--- src/rtl/load_writeback.sv ---
// Load sequencer between the core load path, data memory and the register-file
// write port; also forwards ALU writebacks, stalling the ALU when a load writes.
module load_writeback #(
    parameter int unsigned REG_AW  = 6,
    parameter int unsigned TIMEOUT = 255
) (
    input  logic              clk,
    input  logic              reset_n,
    input  logic              ld_valid,
    output logic              ld_ready,
    input  logic [31:0]       ld_addr,
    input  logic [REG_AW-1:0] ld_rd,
    input  logic [2:0]        ld_funct3,
    output logic              mem_req,
    output logic [31:0]       mem_addr,
    input  logic              mem_rvalid,
    input  logic [31:0]       mem_rdata,
    input  logic              alu_we,
    input  logic [REG_AW-1:0] alu_rd,
    input  logic [31:0]       alu_wd,
    output logic              alu_stall,
    output logic              rf_we3,
    output logic [REG_AW-1:0] rf_a3,
    output logic [31:0]       rf_wd3,
    output logic              busy,
    output logic              ld_err
);

    localparam int unsigned CNT_W = 8;
    localparam logic [CNT_W-1:0] CNT_LAST = CNT_W'(TIMEOUT - 1);

    localparam logic [2:0] F3_LB  = 3'b000;
    localparam logic [2:0] F3_LH  = 3'b001;
    localparam logic [2:0] F3_LW  = 3'b010;
    localparam logic [2:0] F3_LBU = 3'b100;
    localparam logic [2:0] F3_LHU = 3'b101;

    typedef enum logic [1:0] {
        S_IDLE = 2'd0,
        S_REQ  = 2'd1,
        S_WAIT = 2'd2,
        S_WB   = 2'd3
    } state_t;

    state_t            r_state;
    state_t            w_state_nxt;
    logic [CNT_W-1:0]  r_cnt;
    logic [CNT_W-1:0]  w_cnt_nxt;
    logic [1:0]        r_lane;
    logic [1:0]        w_lane_nxt;
    logic [REG_AW-1:0] r_rd;
    logic [REG_AW-1:0] w_rd_nxt;
    logic [2:0]        r_funct3;
    logic [2:0]        w_funct3_nxt;
    logic [31:0]       r_data;
    logic [31:0]       w_data_nxt;
    logic [31:0]       r_mem_addr;
    logic [31:0]       w_mem_addr_nxt;
    logic              r_ld_err;
    logic              w_ld_err_nxt;

    // Legal opcode with natural alignment for its access size.
    function automatic logic f_legal(input logic [2:0] f3, input logic [1:0] lane);
        logic ok;
        ok = 1'b0;
        case (f3)
            F3_LB, F3_LBU: ok = 1'b1;
            F3_LH, F3_LHU: ok = ~lane[0];
            F3_LW:         ok = (lane == 2'b00);
            default:       ok = 1'b0;
        endcase
        return ok;
    endfunction

    // Lane select plus sign/zero extension of the returned word.
    function automatic logic [31:0] f_format(input logic [2:0]  f3,
                                             input logic [1:0]  lane,
                                             input logic [31:0] word);
        logic [7:0]  w_byte;
        logic [15:0] w_half;
        logic [31:0] res;
        case (lane)
            2'd0:    w_byte = word[7:0];
            2'd1:    w_byte = word[15:8];
            2'd2:    w_byte = word[23:16];
            default: w_byte = word[31:24];
        endcase
        w_half = lane[1] ? word[31:16] : word[15:0];
        case (f3)
            F3_LB:   res = {{24{w_byte[7]}}, w_byte};
            F3_LBU:  res = {24'h0, w_byte};
            F3_LH:   res = {{16{w_half[15]}}, w_half};
            F3_LHU:  res = {16'h0, w_half};
            default: res = word;
        endcase
        return res;
    endfunction

    always_ff @(posedge clk or negedge reset_n) begin
        if (!reset_n) begin
            r_state    <= S_IDLE;
            r_cnt      <= '0;
            r_lane     <= '0;
            r_rd       <= '0;
            r_funct3   <= '0;
            r_data     <= '0;
            r_mem_addr <= '0;
            r_ld_err   <= 1'b0;
        end else begin
            r_state    <= w_state_nxt;
            r_cnt      <= w_cnt_nxt;
            r_lane     <= w_lane_nxt;
            r_rd       <= w_rd_nxt;
            r_funct3   <= w_funct3_nxt;
            r_data     <= w_data_nxt;
            r_mem_addr <= w_mem_addr_nxt;
            r_ld_err   <= w_ld_err_nxt;
        end
    end

    // Next-state and captured-data logic.
    always_comb begin
        w_state_nxt    = r_state;
        w_cnt_nxt      = r_cnt;
        w_lane_nxt     = r_lane;
        w_rd_nxt       = r_rd;
        w_funct3_nxt   = r_funct3;
        w_data_nxt     = r_data;
        w_mem_addr_nxt = r_mem_addr;
        w_ld_err_nxt   = 1'b0;
        case (r_state)
            S_IDLE: begin
                if (ld_valid) begin
                    w_lane_nxt   = ld_addr[1:0];
                    w_rd_nxt     = ld_rd;
                    w_funct3_nxt = ld_funct3;
                    if (f_legal(ld_funct3, ld_addr[1:0])) begin
                        w_state_nxt    = S_REQ;
                        w_mem_addr_nxt = {ld_addr[31:2], 2'b00};
                    end else begin
                        w_ld_err_nxt = 1'b1;
                    end
                end
            end
            S_REQ: begin
                w_cnt_nxt   = '0;
                w_state_nxt = S_WAIT;
            end
            S_WAIT: begin
                if (mem_rvalid) begin
                    w_data_nxt  = f_format(r_funct3, r_lane, mem_rdata);
                    w_state_nxt = S_WB;
                end else if (r_cnt == CNT_LAST) begin
                    w_ld_err_nxt = 1'b1;
                    w_state_nxt  = S_IDLE;
                end else begin
                    w_cnt_nxt = r_cnt + CNT_W'(1);
                end
            end
            S_WB: begin
                w_state_nxt = S_IDLE;
            end
            default: begin
                w_state_nxt = S_IDLE;
            end
        endcase
    end

    // Write-port arbitration: the load owns the port in WB, the ALU otherwise.
    always_comb begin
        ld_ready  = (r_state == S_IDLE);
        busy      = (r_state != S_IDLE);
        mem_req   = (r_state == S_REQ);
        mem_addr  = r_mem_addr;
        ld_err    = r_ld_err;
        rf_we3    = alu_we && (alu_rd != '0);
        rf_a3     = alu_rd;
        rf_wd3    = alu_wd;
        alu_stall = 1'b0;
        if (r_state == S_WB) begin
            rf_we3    = (r_rd != '0);
            rf_a3     = r_rd;
            rf_wd3    = r_data;
            alu_stall = alu_we;
        end
    end

endmodule
--- config.mk ---
export PLATFORM = sky130hd
export DESIGN_NAME = load_writeback
export DESIGN_NICKNAME = d
export VERILOG_FILES = /design/src/rtl/load_writeback.sv
export SDC_FILE = /design/constraint.sdc
export NUM_CORES = 1
export LEC_CHECK = 0
export BUFFER_PORTS_ARGS = -buffer_cell sky130_fd_sc_hd__buf_2
export CORE_AREA = 2 2 99 101
export CTS_CLUSTER_SIZE = 14
export DETAILED_ROUTE_END_ITERATION = 16
export DIE_AREA = 0 0 101 103
export PLACE_DENSITY = 0.81
export RECOVER_POWER = 25
export SLEW_MARGIN = 15
export SYNTH_ARGS = -nofsm -noshare
export SYNTH_HDL_FRONTEND = slang
export SYNTH_SLANG_ARGS = --single-unit
--- constraint.sdc ---
create_clock -name clk -period 4.8 [get_ports clk]
set_clock_uncertainty 0.2 [all_clocks]
set_input_delay 0.24 -clock clk [delete_from_list [all_inputs] [get_ports clk]]
set_output_delay 0.24 -clock clk [all_outputs]
set_load 0.005 [all_outputs]
==> summary.json <==
{
  "floorplan.rows": 36,
  "grt_util_all_layers": 0.251,
  "final_design_area_no_fill_um2": 6260,
  "vias_in_the_first_global_route": 4188,
  "cts_resized": 0,
  "num_antenna_cells": 0,
  "dieArea_um2": 10400,
  "overflow": 0,
  "ir_worst_vdd_mv": 0.306,
  "count_of_buffer_and_inverter_cells_on_the_critical_path": 1,
  "synth-seq-cells": 84,
  "rsz_0062_raised_after_global_routing": "false",
  "synth_xor_area_frac": 0,
  "hold_end": "r_data[18]$_DFFE_PN0P_",
  "setup-violations-final": 0,
  "internal_power_mw": 2.00,
  "pin_count_of_the_biggest_net_entering_global_routing": 70,
  "drtAntennaViolNets": 0,
  "p_total_mw": 3.15,
  "slew_viols_final": 70,
  "hold_violations": 0,
  "switching_power_mw": 1.15,
  "count_of_flip_flops_with_a_built_in_enable_after_synthesis": 0,
  "clk_pin_slew_worst_paths_ns": 0.09,
  "synth.distinct_cells": 45,
  "die_height_um": 103,
  "ctsHtreeMaxLevel": 3,
  "cts_buffers": 9,
  "synth.most_common_cell": "sky130_fd_sc_hd__mux2_2",
  "dp_hpwl_mm": 8.91,
  "maxCapViolCount": 1,
  "reg2reg_from": "r_state[0]$_DFFE_PN0P_",
  "maxClockFrequency_mhz": 327,
  "hold-worst-slack_ns": 0.0131,
  "place.port_buffers": 189,
  "min_from": "mem_rdata[18]",
  "clock_power_share": 0.181,
  "final_cell_count_no_fill": 765,
  "crit_fanout": 25,
  "hold_path.class": "in -> reg",
  "yosys-top-cells-count": "sky130_fd_sc_hd__mux2_2, sky130_fd_sc_hd__dfrtp_1, sky130_fd_sc_hd__nand2_1, sky130_fd_sc_hd__nand3_1, sky130_fd_sc_hd__o21ai_0",
  "synth_mux_area_frac": 0.242,
  "timing.reg2reg.worst_path_depth": 5,
  "synth_area_um2": 4520,
  "final_net_count": 768,
  "cpLargestDelayFamily": "simple AND/OR/NAND/NOR gates",
  "cts.root.buffer_cell": "sky130_fd_sc_hd__clkbuf_8",
  "worst-endpoint-required_ns": 4.88,
  "routed_wire_length_per_instance_um": 17.4,
  "top_cell_type_s_share_of_synthesized_area": 0.465,
  "synthCells": 415,
  "power.share.sequential": 0.403,
  "async_flop_share": 1.00,
  "gpl.final_weighted_congestion": 0.851,
  "pin_count": 192,
  "first_pass_grt_wire_length_mm": 20.3,
  "multi_input_comb_area_um2": 2250,
  "total_wirelength_of_the_detailed_routed_design_mm": 13.3,
  "synth.largest_area_cell": "sky130_fd_sc_hd__dfrtp_1",
  "drt-pass1-iter-count": 4,
  "core_region_area_um2": 9460,
  "postPlaceCellArea_um2": 5500,
  "cts_tree": "built",
  "worst-endpoint-arrival_ns": 3.14,
  "avgViaCountPerCell": 5.39,
  "yosysWarnings": 0,
  "worstSetupPathType": "reg -> reg",
  "timing.reg2reg.setup_slack_ns": 1.74,
  "clock_path_buffers": 2,
  "most_frequently_used_flop_master_after_synthesis": "sky130_fd_sc_hd__dfrtp_1",
  "critical_path.reg2reg.endpoint": "r_data[21]$_DFFE_PN0P_",
  "vias": 4122,
  "n_fill_cell": 704,
  "synth_top_family_by_area": "multiplexers",
  "status": "finished with violations",
  "timing.final.ws_setup_ns": 1.74,
  "antenna_found_initial": 0,
  "post-route-drc-count": 0,
  "synth_simple_gate_area_frac": 0.156,
  "failing_checks": "capacitance limit, slew limit",
  "yosysSeqAreaShare": 0.465,
  "post_synthesis_share_of_cell_area_spent_on_full_adders_half_adders_and_majority_gates": 0.0166,
  "cp.depth": 5,
  "finalCriticalPeriod_ns": 3.06,
  "seqCellArea_um2": 2100,
  "critical_path_cell_list": "inv_1 -> ha_1 -> nand2_1 -> or4_1 -> nand3_1",
  "power.leakage_nw": 2.99,
  "initial_core_util": 0.478,
  "crit_path_top_delay_cell": "sky130_fd_sc_hd__or4_1",
  "finalCoreUtilization": 0.662,
  "clk_latency_ns": 0.35,
  "synth_compound_gate_area_share": 0.0803,
  "pin_slew_with_the_least_headroom_to_its_limit_ns": 1.68,
  "worst_setup_path_start_kind": "flip-flop",
  "hold-path-cell-count": 3,
  "drt-initial-drc-count": 106,
  "power.share.combinational": 0.416,
  "syn_to_final_growth_pct": 38.6,
  "power_switching_share": 0.366,
  "critical_path.max_stage_delay_ns": 1.06,
  "tns_ns": 0,
  "post-place-ws_ns": 1.77,
  "endpoint_kind": "flip-flop",
  "dp.cells": 692,
  "min_period_over_period": 0.637,
  "power_density_nw_per_um2": 503,
  "floorplan.die.width_um": 101,
  "synth.area.top_cells": "sky130_fd_sc_hd__dfrtp_1, sky130_fd_sc_hd__mux2_2, sky130_fd_sc_hd__nand2_1, sky130_fd_sc_hd__nand3_1, sky130_fd_sc_hd__o21ai_0",
  "slew_headroom": -0.121,
  "clock_sink_count": 84,
  "drive_gt1_frac": 0.436,
  "post_syn_area_per_cell_um2": 10.9,
  "worstSetupStartpoint": "r_state[0]$_DFFE_PN0P_"
}
-- metal layers --
metal,routed length [µm],track usage,share of wire,vias up
li1,-,-,-,1936
met1,5580,0.306,0.42,1998
met2,6690,0.447,0.50,175
met3,875,0.0563,0.066,13
met4,142,0.0748,0.011,0
met5,0,0,0,-
-- worst max-delay path by stage --
stage	endpoint	slack, ns
after floorplan	r_data[22]$_DFFE_PN0P_	2.90
after global placement	r_data[18]$_DFFE_PN0P_	1.93
after detailed placement	r_data[21]$_DFFE_PN0P_	1.77
after CTS	r_data[21]$_DFFE_PN0P_	1.77
after global routing	r_state[0]$_DFFE_PN0P_	1.44
final	r_data[21]$_DFFE_PN0P_	1.74
-- layout make-up --
type | instances | share of cell area
well taps | 114 | 0.0228
clock inverters | 5 | 0.0136
clock buffers | 11 | 0.0226
flip-flops and latches | 84 | 0.336
multi-input cells | 292 | 0.359
inverters | 9 | 0.00539
repair buffers | 250 | 0.241
-- worst register-to-register path, delay by kind of cell, from the launching register on --
| family | cells | cell delay (ns) |
|---|---|---|
| simple gates | 3 | 1.87 |
| flops | 1 | 0.43 |
| fa+ha+maj | 1 | 0.38 |
| buf+inv | 1 | 0.12 |
-- state kept, by name, summed over array words and instances (netlist names) --
| register | cells |
|---|---|
| ld_err | 1 |
| r_cnt | 8 |
| r_data | 32 |
| mem_addr | 30 |
| r_state | 2 |
| r_rd | 6 |
| r_funct3 | 3 |
| r_lane | 2 |
-- timing repair --
| action | in CTS | in global routing |
|---|---|---|
| hold buffers | 57 | 0 |
| setup buffers | 0 | 0 |
| hold endpoints to repair | 71 | 0 |
-- cell usage in the layout, fill, tap and decap left out, types with 10 or more instances in the layout --
master	count
sky130_fd_sc_hd__o21ai_0	25
sky130_fd_sc_hd__nor2b_1	10
sky130_fd_sc_hd__dlygate4sd3_1	57
sky130_fd_sc_hd__clkbuf_8	10
sky130_fd_sc_hd__mux2_2	87
sky130_fd_sc_hd__nand2_1	40
sky130_fd_sc_hd__nand3_2	10
sky130_fd_sc_hd__buf_2	163
sky130_fd_sc_hd__nand3_1	27
sky130_fd_sc_hd__a21oi_1	13
sky130_fd_sc_hd__clkbuf_1	27
sky130_fd_sc_hd__dfrtp_1	84
-- kinds of logic (layout without fill, tap and decap cells) --
logic type                 count (synthesis)  count (layout)
AOI/OAI and AO/OA                         59              59
muxes                                     97              97
buffers and inverters                     40             275
and+or+nand+nor                          128             128
other                                      1               2
adders and majority gates                  6               6
DFF                                       84              84
-- power groups by stage --
stage | sequential (mW) | combinational [mW] | clock [mW]
2_1_floorplan | 1.18 | 0.877 | 0
3_3_place_gp | 1.25 | 1.23 | 0
3_5_place_dp | 1.26 | 1.29 | 0
4_1_cts | 1.25 | 1.33 | 0.577
5_1_grt | 1.31 | 1.44 | 0.608
6_report | 1.27 | 1.31 | 0.570
Note: power is estimated with default switching activity, not from simulation.
